[src/rtl/soc_system_pio_irq_gen2.sv]
// Avalon-MM bidirectional PIO with input synchronisation, per-bit edge capture,
// interrupt mask and a level interrupt built only from registered state.
module soc_system_pio_irq_gen2 #(
    parameter int unsigned      WIDTH       = 32,
    parameter logic [WIDTH-1:0] RESET_OUT   = {WIDTH{1'b0}},
    parameter int unsigned      EDGE_TYPE   = 0,
    parameter int unsigned      SYNC_STAGES = 2
) (
    input  logic             clk,
    input  logic             reset_n,
    input  logic [2:0]       address,
    input  logic             chipselect,
    input  logic             write_n,
    input  logic [31:0]      writedata,
    output logic [31:0]      readdata,
    input  logic [WIDTH-1:0] in_port,
    output logic [WIDTH-1:0] out_port,
    output logic             irq
);

    localparam logic [2:0] ADDR_DATA    = 3'd0;
    localparam logic [2:0] ADDR_OUT     = 3'd1;
    localparam logic [2:0] ADDR_MASK    = 3'd2;
    localparam logic [2:0] ADDR_EDGECAP = 3'd3;
    localparam logic [2:0] ADDR_OUTSET  = 3'd4;
    localparam logic [2:0] ADDR_OUTCLR  = 3'd5;

    logic [WIDTH-1:0] r_sync [SYNC_STAGES];
    logic [WIDTH-1:0] r_prev;
    logic [WIDTH-1:0] r_out;
    logic [WIDTH-1:0] r_mask;
    logic [WIDTH-1:0] r_edgecap;
    logic [31:0]      r_readdata;

    logic             w_wr;
    logic [WIDTH-1:0] w_wdata;
    logic [WIDTH-1:0] w_sync_s;
    logic [WIDTH-1:0] w_edge;
    logic [WIDTH-1:0] w_clr;
    logic [WIDTH-1:0] w_rd_field;
    logic [31:0]      w_rd_mux;
    logic             w_unused_wdata;

    assign w_wr           = chipselect & ~write_n;
    assign w_wdata        = writedata[WIDTH-1:0];
    assign w_unused_wdata = ^{1'b0, writedata};
    assign w_sync_s       = r_sync[SYNC_STAGES-1];

    // Input synchroniser chain plus one delay flop for edge detection
    always_ff @(posedge clk or negedge reset_n) begin
        if (!reset_n) begin
            for (int i = 0; i < SYNC_STAGES; i++) begin
                r_sync[i] <= {WIDTH{1'b0}};
            end
            r_prev <= {WIDTH{1'b0}};
        end else begin
            r_sync[0] <= in_port;
            for (int i = 1; i < SYNC_STAGES; i++) begin
                r_sync[i] <= r_sync[i-1];
            end
            r_prev <= w_sync_s;
        end
    end

    // Edge selection by capture mode; any unknown mode behaves as any-edge
    always_comb begin
        w_edge = {WIDTH{1'b0}};
        case (EDGE_TYPE)
            32'd0:   w_edge = w_sync_s & ~r_prev;
            32'd1:   w_edge = ~w_sync_s & r_prev;
            default: w_edge = w_sync_s ^ r_prev;
        endcase
    end

    // Write-1-to-clear mask for the capture register
    always_comb begin
        w_clr = {WIDTH{1'b0}};
        if (w_wr && (address == ADDR_EDGECAP)) begin
            w_clr = w_wdata;
        end else begin
            w_clr = {WIDTH{1'b0}};
        end
    end

    // Edge capture: a new edge overrides a same-cycle clear
    always_ff @(posedge clk or negedge reset_n) begin
        if (!reset_n) begin
            r_edgecap <= {WIDTH{1'b0}};
        end else begin
            r_edgecap <= (r_edgecap & ~w_clr) | w_edge;
        end
    end

    // Output register with direct, set and clear write ports
    always_ff @(posedge clk or negedge reset_n) begin
        if (!reset_n) begin
            r_out <= RESET_OUT;
        end else if (w_wr) begin
            case (address)
                ADDR_DATA:   r_out <= w_wdata;
                ADDR_OUTSET: r_out <= r_out | w_wdata;
                ADDR_OUTCLR: r_out <= r_out & ~w_wdata;
                default:     r_out <= r_out;
            endcase
        end else begin
            r_out <= r_out;
        end
    end

    // Interrupt mask register
    always_ff @(posedge clk or negedge reset_n) begin
        if (!reset_n) begin
            r_mask <= {WIDTH{1'b0}};
        end else if (w_wr && (address == ADDR_MASK)) begin
            r_mask <= w_wdata;
        end else begin
            r_mask <= r_mask;
        end
    end

    // Read mux; set/clear ports and unmapped words read as zero
    always_comb begin
        w_rd_field = {WIDTH{1'b0}};
        case (address)
            ADDR_DATA:    w_rd_field = w_sync_s;
            ADDR_OUT:     w_rd_field = r_out;
            ADDR_MASK:    w_rd_field = r_mask;
            ADDR_EDGECAP: w_rd_field = r_edgecap;
            default:      w_rd_field = {WIDTH{1'b0}};
        endcase
        w_rd_mux = 32'd0;
        w_rd_mux[WIDTH-1:0] = w_rd_field;
    end

    // Read data is refreshed every cycle regardless of chipselect
    always_ff @(posedge clk or negedge reset_n) begin
        if (!reset_n) begin
            r_readdata <= 32'd0;
        end else begin
            r_readdata <= w_rd_mux;
        end
    end

    assign readdata = r_readdata;
    assign out_port = r_out;
    // Combines registers only, so it cannot glitch on input activity
    assign irq      = |(r_edgecap & r_mask);

endmodule

[config.mk]
export PLATFORM = sky130hd
export DESIGN_NAME = soc_system_pio_irq_gen2
export DESIGN_NICKNAME = d
export VERILOG_FILES = /design/src/rtl/soc_system_pio_irq_gen2.sv
export SDC_FILE = /design/constraint.sdc
export NUM_CORES = 1
export LEC_CHECK = 0
export CORE_MARGIN = 5
export CORE_UTILIZATION = 53
export CTS_CLUSTER_SIZE = 20
export DETAILED_ROUTE_END_ITERATION = 8
export PLACE_DENSITY = 0.76
export SYNTH_ARGS = -nofsm -noshare
export SYNTH_HDL_FRONTEND = slang
export SYNTH_SLANG_ARGS = --single-unit
[constraint.sdc]
create_clock -name clk -period 1.7 [get_ports clk]
set_input_delay 0.17 -clock clk [delete_from_list [all_inputs] [get_ports clk]]
set_output_delay 0.17 -clock clk [all_outputs]
set_load 0.05 [all_outputs]
Word-level counts from Yosys, hierarchy flattened. Index checks and enable logic that the tools add are counted. Widths: inputs -> output; s select.

Bits of input ports: 71. Flip-flop bits (word level): 224. Memories: 0. Output and inout bits: 65. Latch bits: 0. Word-level logic and storage cells: 32. Bits in writable memories: 0. Bits in read-only memories: 0.

Shift-type cells: 0. Div/mod/pow operators: 0. Eq/ne operators: 5. Muxes and demuxes: 3. $mul: 0. Bitwise logic cells: 11. Add/subtract/negate cells: 0. $lt $le $gt $ge: 0. Reduce and logical (&&, ||, !) cells: 6.

Operators with widths (number): $and 32x32->32 (4); $pmux 32 s4 (1); $not 32->32 (3); $pmux 32 s3 (1); $or 32x32->32 (2); $mux 32 (1); $reduce_or 32->1 (1); $eq 3x2->1 const B (2); $eq 3x3->1 const B (2); $eq 3x1->1 const B (1); $logic_not 3->1 (1); $reduce_bool 3->1 (1); $logic_and 1x1->1 (2); $reduce_and 2->1 (1); $and 1x1->1 (1); $not 1->1 (1).

Depth between registers and ports, before layout. Gate-level depths: netlist of run 1.

Depth in word-level cells: 7. Gate-level depth with buffers: 7. Depth with buffers taken out: 4.

Least setup slack after synthesis of run 1. No wires, ideal clock.

Path kind: register to output. From: register r_mask[21]. To: output irq. Data required time: 1.530 ns. Path slack: 0.118 ns. Path buffers: 0. Arrival time: 1.412 ns. Stages on the path, launching flop included: 4. Cells stage by stage: dfrtp_1 -> a22oi_1 -> nand4_1 -> or4_1.

Word-level cells in the longest chain between the ends: 2.

RTL lines: start: declaration (RTL line 31) `logic [WIDTH-1:0] r_mask;`; start signal: assignment (RTL line 113) `r_mask <= {WIDTH{1'b0}};`; start signal: assignment (RTL line 115) `r_mask <= w_wdata;`; start signal: assignment (RTL line 117) `r_mask <= r_mask;`; $and 32x32->32 (RTL line 147) `assign irq = |(r_edgecap & r_mask);`; $reduce_or 32->1 (RTL line 147); end: declaration (RTL line 18) `output logic irq`.

No other way between the ends.

Worst setup path after layout of run 1.
From: register r_edgecap[1]. To: output irq.

Word-level cells in the longest chain between the ends: 2.

RTL lines: start: declaration (RTL line 32) `logic [WIDTH-1:0] r_edgecap;`; start signal: assignment (RTL line 88) `r_edgecap <= {WIDTH{1'b0}};`; start signal: assignment (RTL line 90) `r_edgecap <= (r_edgecap & ~w_clr) | w_edge;`; $and 32x32->32 (RTL line 147); $reduce_or 32->1 (RTL line 147).

No other way between the ends.

==> metrics.txt, run 1 <==
outcome complete, but fails checks; violated checks negative setup slack; final setup violation count 1; H-tree depth 1; Slew Limit Fails 0; die area 0.0185 sq mm; first-pass GRT wire length 35400 microns; post-route ant nets 0; Wirelength per Cell 21.2 microns; number of diodes 0; largest net degree at the start of global routing 59; RSZ-0062 raised after global routing yes; synthesized cell area 0.00839 sq mm; achievable frequency 0.443 GHz; Max Cap Viol 0; DRT Pass-1 Iters 5; via count 6147; total congestion overflow 0; Ports 136; vias in the first global route 6655; Worst-Margin Slew 0.989 ns; Die Wd 136 microns; synth unique cells 26; Total GRT Usage 24.7%; Final Cell Area 0.0111 sq mm; Post-CTS Setup Repair Bufs 0; Clk Latency, worst-skew pair 0.51 ns; dpl cell area 0.0103 sq mm; IR drop worst, VDD 0.718 mV; Worst EP required 1.53 ns; per-instance average area after synthesis 13.3 sq um; element type at the critical path end output port; final hold slack 0.0971 ns; min-delay worst type in2reg; Seq/Total Area, Yosys 66.8%; critical path launch point type flip-flop; register bit total from synthesis 224; pwr/cell area 1280 mW/mm^2; Layout fillers 1019; Synth Instances 633; Pleak 0.00531 uW; Final min period 2.26 ns; clk_skew 0.00778 ns; Area Growth Syn to Fin 32.8%; CTS sink count 224; Net count, final 905; vias per cell 5.76; Num CTS Buffers 23; gpl congestion 0.893; Setup WS post-layout -0.556 ns; share of cells above drive strength 1 23.3%; final hold vios 0; post-layout util 70.9%; Slew HR 33.9%; CTS Buffer Depth 3; core area 0.0157 sq mm; worst hold path cell count 1; Syn Nets 704; hpwl dp 14800 microns; Setup CP Type reg2out; Rows 46; initial antenna violation count 0; die height 136 microns; worst-path fanout max 3; Syn. warnings 0; CP arrival 2.09 ns; Root Buffer clkbuf_16; DR DRC count 0; R2R setup slack 0.49 ns; Worst Reg2Reg Path Length in Cells 3; period utilization 133%; Initial Util 53.4%; Post-Route WL 22600 microns; CTS clk-pin slew, worst paths 0.06 ns; Starting DRT DRC Count 449; PortBufs 135; CTS tree done
## synth_stat cells
cell type | number | area, sq um
a221o_1 | 32 | 320
clkbuf_1 | 12 | 45.0
nand3b_2 | 1 | 11.3
nor2b_4 | 1 | 13.8
mux2_4 | 16 | 240
o31ai_1 | 16 | 120
dfrtp_1 | 224 | 5610
nand2b_1 | 16 | 100
nor2b_1 | 18 | 113
nor3_1 | 1 | 5.00
inv_1 | 48 | 180
buf_4 | 3 | 22.5
a22o_1 | 80 | 701
nor2_8 | 1 | 20.0
nand2_1 | 48 | 180
or3b_1 | 1 | 8.76
or4_1 | 1 | 7.51
a22oi_1 | 16 | 120
nor3b_4 | 1 | 18.8
nor2_4 | 1 | 11.3
o21ai_1 | 48 | 240
buf_2 | 17 | 85.1
and3b_1 | 2 | 17.5
buf_6 | 9 | 101
nand4_1 | 4 | 25.0
a21oi_1 | 16 | 80.1
## through the flow
step	setup WS [ns]	total power (uW)	setup TNS [ns]	std cells
finish	-0.556	14200	-0.556	1067
global route	-0.577	14700	-0.577	1067
CTS	-0.525	14300	-0.525	1067
detailed placement	-0.334	9030	-28.00	1024
global placement	-0.245	8950	-23.73	1024
floorplan	0.118	7760	0	633
## worst max-delay path, cell delays in order (launching register included)
cell and delay, ns:
dfrtp_1 0.44, a22oi_2 0.19, nand4_1 0.18, or4_4 0.59, buf_6 0.17
## state kept, by name, summed over array words and instances, names as in the netlist
| name | count |
|---|---|
| r_mask | 32 |
| r_edgecap | 32 |
| r_sync | 32 |
| readdata | 32 |
| out_port | 32 |
| r_prev | 32 |
| w_sync_s | 32 |
## per-layer routing
| layer | track usage (%) | vias up | part of all wire, % |
|---|---|---|---|
| li1 | - | 2673 | - |
| met2 | 42.0 | 305 | 51 |
| met1 | 30.4 | 3095 | 38 |
| met3 | 5.37 | 74 | 7.3 |
| met5 | 0 | - | 0 |
| met4 | 11.2 | 0 | 4.0 |
## what timing repair did
action / in CTS / in global routing
hold endpoints to repair: 89 / 0
pin swaps: 2 / 0
endpoints found under the setup margin: 17 / 1
resized for setup: 23 / 0
hold buffers: 1 / 0
## path summary, 6_finish.rpt
kind                         startpoint            end
max                        r_edgecap[1]            irq
min                         in_port[25]     r_sync[57]
max reg2reg                  r_mask[23]   readdata[23]
min reg2reg                  r_sync[46]   w_sync_s[14]
max in group asynchronous       reset_n  r_edgecap[20]
min in group asynchronous       reset_n     r_sync[39]
## where the power goes
part	internal [uW]	total [uW]	switching, uW
clock network	3210	5230	2020
logic	1110	2700	1580
registers	5870	6290	418
## placed cells by master, fill, tap and decap left out, drive strengths merged, types with 2 or more instances in the layout
master	netlist	final
a21oi	16	16
a221o	32	32
a22o	80	80
a22oi	16	16
and3b	2	2
buf	29	131
bufinv	0	3
clkbuf	12	33
clkdlybuf4s50	0	69
clkinv	0	4
dfrtp	224	224
dlygate4sd2	0	16
inv	48	49
mux2	16	16
nand2	48	48
nand2b	16	16
nand4	4	4
nor2	2	2
nor2b	19	19
o21ai	48	48
o31ai	16	16
## cell families after synthesis
group / after synthesis / synth area share (%)
AO/OA/AOI/OAI: 208 / 18.8
AND/OR/NAND/NOR: 96 / 6.34
multiplexers: 16 / 2.86
flip-flops: 224 / 66.8
buffers and inverters: 89 / 5.17
## cell type report
cell class,count,area [sq um],area share [%]
tap,216,270,2.43
clock inverter,9,126,1.13
sequential,224,5610,50.3
inverter,48,180,1.62
clock buffer,33,673,6.04
timing repair buffer,217,1900,17.0
multi-input combinational,320,2390,21.4
No activity file was read; power rests on OpenSTA's default activity.
==> run 2: changes to the inputs <==
--- a/config.mk
+++ b/config.mk
@@ -6,10 +6,10 @@
 export NUM_CORES = 1
 export LEC_CHECK = 0
 export CORE_MARGIN = 5
-export CORE_UTILIZATION = 53
+export CORE_UTILIZATION = 57
 export CTS_CLUSTER_SIZE = 20
 export DETAILED_ROUTE_END_ITERATION = 8
-export PLACE_DENSITY = 0.76
+export PLACE_DENSITY = 0.81
 export SYNTH_ARGS = -nofsm -noshare
 export SYNTH_HDL_FRONTEND = slang
 export SYNTH_SLANG_ARGS = --single-unit
==> constraint.sdc (replaced) <==
create_clock -name clk -period 2.6 [get_ports clk]
set_input_delay 0.78 -clock clk [delete_from_list [all_inputs] [get_ports clk]]
set_output_delay 0.78 -clock clk [all_outputs]
set_load 0.05 [all_outputs]
==> run 2 against run 1 <==
Effect of this change: the flow still finishes with violations (negative setup slack); global-route usage up 0.70 points; register-to-register slack improved by 0.98 ns; worst hold slack gained 0.17 ns; first-iteration DRC count shrank 3.8%; total power down 38%; non-clock buffer count is 57 lower; clock power decreased by 41%; cell count fell by 8.6%; via count down 2.9%; clock skew about the same; final area shrank 3.6%; largest power group unchanged.
==> metrics.txt, run 2 (synthesized netlist as in run 1, its figures left out) <==
hold buffer count at CTS 0; R2R Path End readdata[21]; worst slack, placed -0.0850 ns; element type at the critical path end output port; CTS tree done; via count 5970; commonest non-fill, non-tap cell in the layout dfrtp_1; first-pass GRT wire length 35600 microns; Setup WS post-layout -0.256 ns; Area Growth Syn to Fin 28.0%; Max Cap Viol 0; Die Wd 131 microns; gpl congestion 0.836; setup tns final -0.256 ns; CTS clk-pin slew, worst paths 0.06 ns; number of diodes 0; outcome complete, but fails checks; Setup CP Type reg2out; die height 131 microns; Rows 44; worst-path fanout max 3; violated checks negative setup slack; DRT Pass-1 Iters 7; Slew HR 32.1%; clk_skew 0.00819 ns; Ports 136; Slew Limit Fails 0; CP arrival 2.08 ns; period utilization 110%; Worst-Margin Slew 1.02 ns; PortBufs 135; achievable frequency 0.350 GHz; Post-Route WL 21900 microns; core area 0.0145 sq mm; CTS Buffer Depth 3; min-delay worst type in2async; Root Buffer clkbuf_16; post-route ant nets 0; Wirelength per Cell 22.5 microns; Initial Util 58.0%; Net count, final 848; Total GRT Usage 25.4%; Num CTS Buffers 23; pwr/cell area 824 mW/mm^2; DR DRC count 0; RSZ-0062 raised after global routing yes; Top Usage Layer GRT met2; Worst EP required 1.82 ns; met2 GRT Util 43.0%; vias per cell 6.12; Starting DRT DRC Count 432; H-tree depth 1; Final min period 2.86 ns; final setup violation count 1; largest net degree at the start of global routing 84; M1 GR Usage 31.8%; commonest non-fill, non-tap cells in the layout dfrtp_1 (224), clkdlybuf4s50_1 (133), a22o_1 (80); CTS sink count 224; Pleak 0.00488 uW; total congestion overflow 0; hpwl dp 14000 microns; vias in the first global route 6625; critical path launch point type flip-flop; final hold vios 0; Worst Reg2Reg Path Length in Cells 3; IR drop worst, VDD 0.487 mV; share of cells above drive strength 1 11.1%; reg-to-reg startpoint r_mask[21]; initial antenna violation count 0; M3 GR Usage 6.38%; die area 0.0173 sq mm; R2R setup slack 1.47 ns; Clk Latency, worst-skew pair 0.50 ns
## run 2: per-stage QoR
| step | cells | cell area (sq um) | hold WS [ns] | power (uW) | util [%] |
|---|---|---|---|---|---|
| finish | 975 | 10700 | 0.268 | 8850 | 74.2 |
| global route | 975 | 10700 | 0.317 | 9160 | 74.2 |
| CTS | 974 | 10700 | 0.300 | 8880 | 74.1 |
| detailed placement | 934 | 9990 | 0.335 | 5810 | 69.0 |
| global placement | 934 | 9990 | 0.332 | 5760 | 69.0 |
| floorplan | 633 | 8390 | 0.331 | 5070 | - |
## run 2: layout make-up
class / count / area (sq um)
Inverter: 48 / 180
Tap cell: 184 / 230
Clock inverter: 2 / 10.0
Multi-Input combinational cell: 320 / 2390
Timing Repair Buffer: 160 / 1630
Clock buffer: 37 / 688
Fill cell: 900 / 3740
Sequential cell: 224 / 5610
## run 2: report_power, final
group / switching (uW) / leakage [uW] / internal, uW / total (uW)
Clock: 1270 / 0.000344 / 1790 / 3060
Sequential: 296 / 0.00263 / 3840 / 4130
Combinational: 977 / 0.00190 / 683 / 1660
Total: 2540 / 0.00488 / 6310 / 8850
## run 2: repair_timing
action / in CTS / in global routing
setup buffers: 1 / 1
pin swaps: 3 / 2
gates resized for setup: 8 / 0
setup endpoints to repair: 1 / 1
endpoints found under the hold margin: 0 / 0
## run 2: metal layers
layer | routed length [microns] | up-vias
met4 | 559 | 0
met1 | 8460 | 3064
met5 | 0 | -
li1 | - | 2561
met2 | 11200 | 291
met3 | 1680 | 54
## run 2: worst max-delay path: stages (launching register included)
cell,delay [ns]
dfrtp_1,0.41
a22oi_2,0.24
nand4_1,0.17
or4_4,0.58
buf_6,0.18
## run 2: how the worst max path moves through the flow
stage / startpoint / end / slack, ns / cells past startpoint
global route: r_mask[21] / irq / -0.30 / 4
detailed placement: chipselect / out_port[7] / -0.08 / 5
floorplan: r_mask[21] / irq / 0.41 / 3
finish: r_mask[24] / irq / -0.26 / 4
CTS: r_edgecap[21] / irq / -0.22 / 4
global placement: chipselect / out_port[5] / 0.02 / 5
==> run 3: changes to the inputs <==
--- a/config.mk
+++ b/config.mk
@@ -7,6 +7,7 @@
 export LEC_CHECK = 0
 export CORE_MARGIN = 5
 export CORE_UTILIZATION = 57
+export CTS_BUF_LIST = sky130_fd_sc_hd__clkbuf_16
 export CTS_CLUSTER_SIZE = 20
 export DETAILED_ROUTE_END_ITERATION = 8
 export PLACE_DENSITY = 0.81
==> run 3 against run 2 <==
Effect of this change: the run still ends with negative setup slack left; first-iteration DRC count up 15%; wire length fell by 0.40%; cell count did not move; clock skew barely moved; total power fell by 2.4%; final area is 0.56% lower; critical endpoint unchanged.
==> metrics.txt, run 3 (synthesized netlist as in run 1, its figures left out) <==
Wirelength per Cell 22.4 microns; Stages on worst setup path 4; total area of sequential cells 0.00561 sq mm; delay-heaviest family, CP simple AND/OR/NAND/NOR gates; violated checks negative setup slack; via count 5954; Worst EP required 1.82 ns; die height 131 microns; H-tree depth 1; Setup crit end irq; post-layout util 73.8%; Setup WS post-layout -0.254 ns; RSZ-0062 raised after global routing yes; Logic pwr share 19.2%; Ports 136; achievable frequency 0.350 GHz; min-delay worst type in2async; Reg power frac 47.8%; hpwl dp 14000 microns; DR DRC count 0; CP Buf/Inv Count 1; commonest non-fill, non-tap cell in the layout dfrtp_1; core area 0.0145 sq mm; number of diodes 0; Setup CP Type reg2out; CTS tree done; placed insts 934; Initial Util 58.0%; CP arrival 2.07 ns; largest net degree at the start of global routing 84; CTS clk-pin slew, worst paths 0.06 ns; Final min period 2.85 ns; Num CTS Buffers 23; post-route ant nets 0; Root Buffer clkbuf_16; reg-to-reg startpoint r_mask[21]; Sw Pwr 2540 uW; share of cells above drive strength 1 10.4%; die area 0.0173 sq mm; element type at the critical path end output port; gpl congestion 0.836; CP cell instances a22oi_2 -> nand4_1 -> or4_4 -> buf_6; period utilization 110%; Max Cap Viol 0; vias in the first global route 6610; Area Growth Syn to Fin 27.3%; Net Sw Frac 29.3%; Worst-Margin Slew 1.02 ns; Clock Power Share 33.0%; final setup violation count 1; critical path startpoint r_mask[21]; Slew HR 32.1%; initial antenna violation count 0; outcome complete, but fails checks; clk_skew 0.00816 ns; Total GRT Usage 25.3%; CTS Buffer Depth 3; Pleak 0.00488 uW; Slew Limit Fails 0; Layout fillers 907; total congestion overflow 0; Net count, final 848; Rows 44; Slowest cell on crit path or4_4; Clk Latency, worst-skew pair 0.50 ns; Post-Route WL 21900 microns; hold buffer count at CTS 0; delay of the slowest cell on the worst path 0.57 ns; PortBufs 135; Tot Pwr 8640 uW; first-pass GRT wire length 35500 microns; Power Internal 6110 uW; Starting DRT DRC Count 498; DRT Pass-1 Iters 5; final hold vios 0; post-route insts no fill 975; Die Wd 131 microns; pwr/cell area 809 mW/mm^2; vias per cell 6.11; critical path launch point type flip-flop; R2R Path End readdata[21]; Worst Reg2Reg Path Length in Cells 3; commonest non-fill, non-tap cells in the layout dfrtp_1 (224), clkdlybuf4s50_1 (133), a22o_1 (80); worst-path fanout max 2; CTS sink count 224; IR drop worst, VDD 0.478 mV; footprint of the multi-input gates 0.00239 sq mm; R2R setup slack 1.46 ns
-- run 3: through the flow --
stage / hold WS [ns] / setup TNS (ns) / worst slack, ns / instance area (sq um)
floorplan: 0.331 / 0 / 0.408 / 8390
global placement: 0.332 / 0 / 0.0227 / 9990
detailed placement: 0.335 / -1.60 / -0.0850 / 9990
CTS: 0.298 / -0.224 / -0.224 / 10700
global route: 0.320 / -0.312 / -0.312 / 10700
finish: 0.276 / -0.254 / -0.254 / 10700
-- run 3: worst min path at each step --
| stage | startpoint | to | slack (ns) | cells after the start |
|---|---|---|---|---|
| floorplan | r_sync[32] | w_sync_s[0] | 0.33 | 0 |
| global placement | r_sync[44] | w_sync_s[12] | 0.33 | 0 |
| detailed placement | r_sync[34] | w_sync_s[2] | 0.33 | 0 |
| CTS | reset_n | r_sync[39] | 0.30 | 1 |
| global route | reset_n | r_sync[39] | 0.32 | 1 |
| finish | reset_n | r_prev[9] | 0.28 | 1 |
-- run 3: worst reg2reg max path: cells and delay by family (launching register included) --
kind,cells,cell delay [ns]
AOI/OAI and AO/OA,2,0.47
buffers and inverters,1,0.15
DFF,1,0.40
-- run 3: cell type report --
cell class                      instances  area share [%]
Tap cell                              184            2.16
Sequential cell                       224            52.5
Timing Repair Buffer                  160            15.3
Inverter                               48            1.69
Multi-Input combinational cell        320            22.4
Clock inverter                         16           0.586
Clock buffer                           23            5.39
-- run 3: repair_timing --
action                                  in CTS  in global routing
endpoints found under the setup margin       1                  1
setup buffers                                1                  1
resized for setup                            8                  0
pin swaps                                    3                  2
-- run 3: power groups by stage --
stage               Clock, uW  Combinational [uW]  Sequential, uW
floorplan                   0                 478            4600
global placement            0                1600            4160
detailed placement          0                1640            4170
CTS                      2880                1660            4130
global route             3030                1750            4170
finish                   2850                1660            4130
-- run 3: metal layers --
layer,share of wire [%],track usage (%),vias up
met3,8.0,6.27,46
met4,2.3,8.74,0
met2,52,43.3,283
met1,38,31.8,3064
met5,0,0,-
li1,-,-,2561
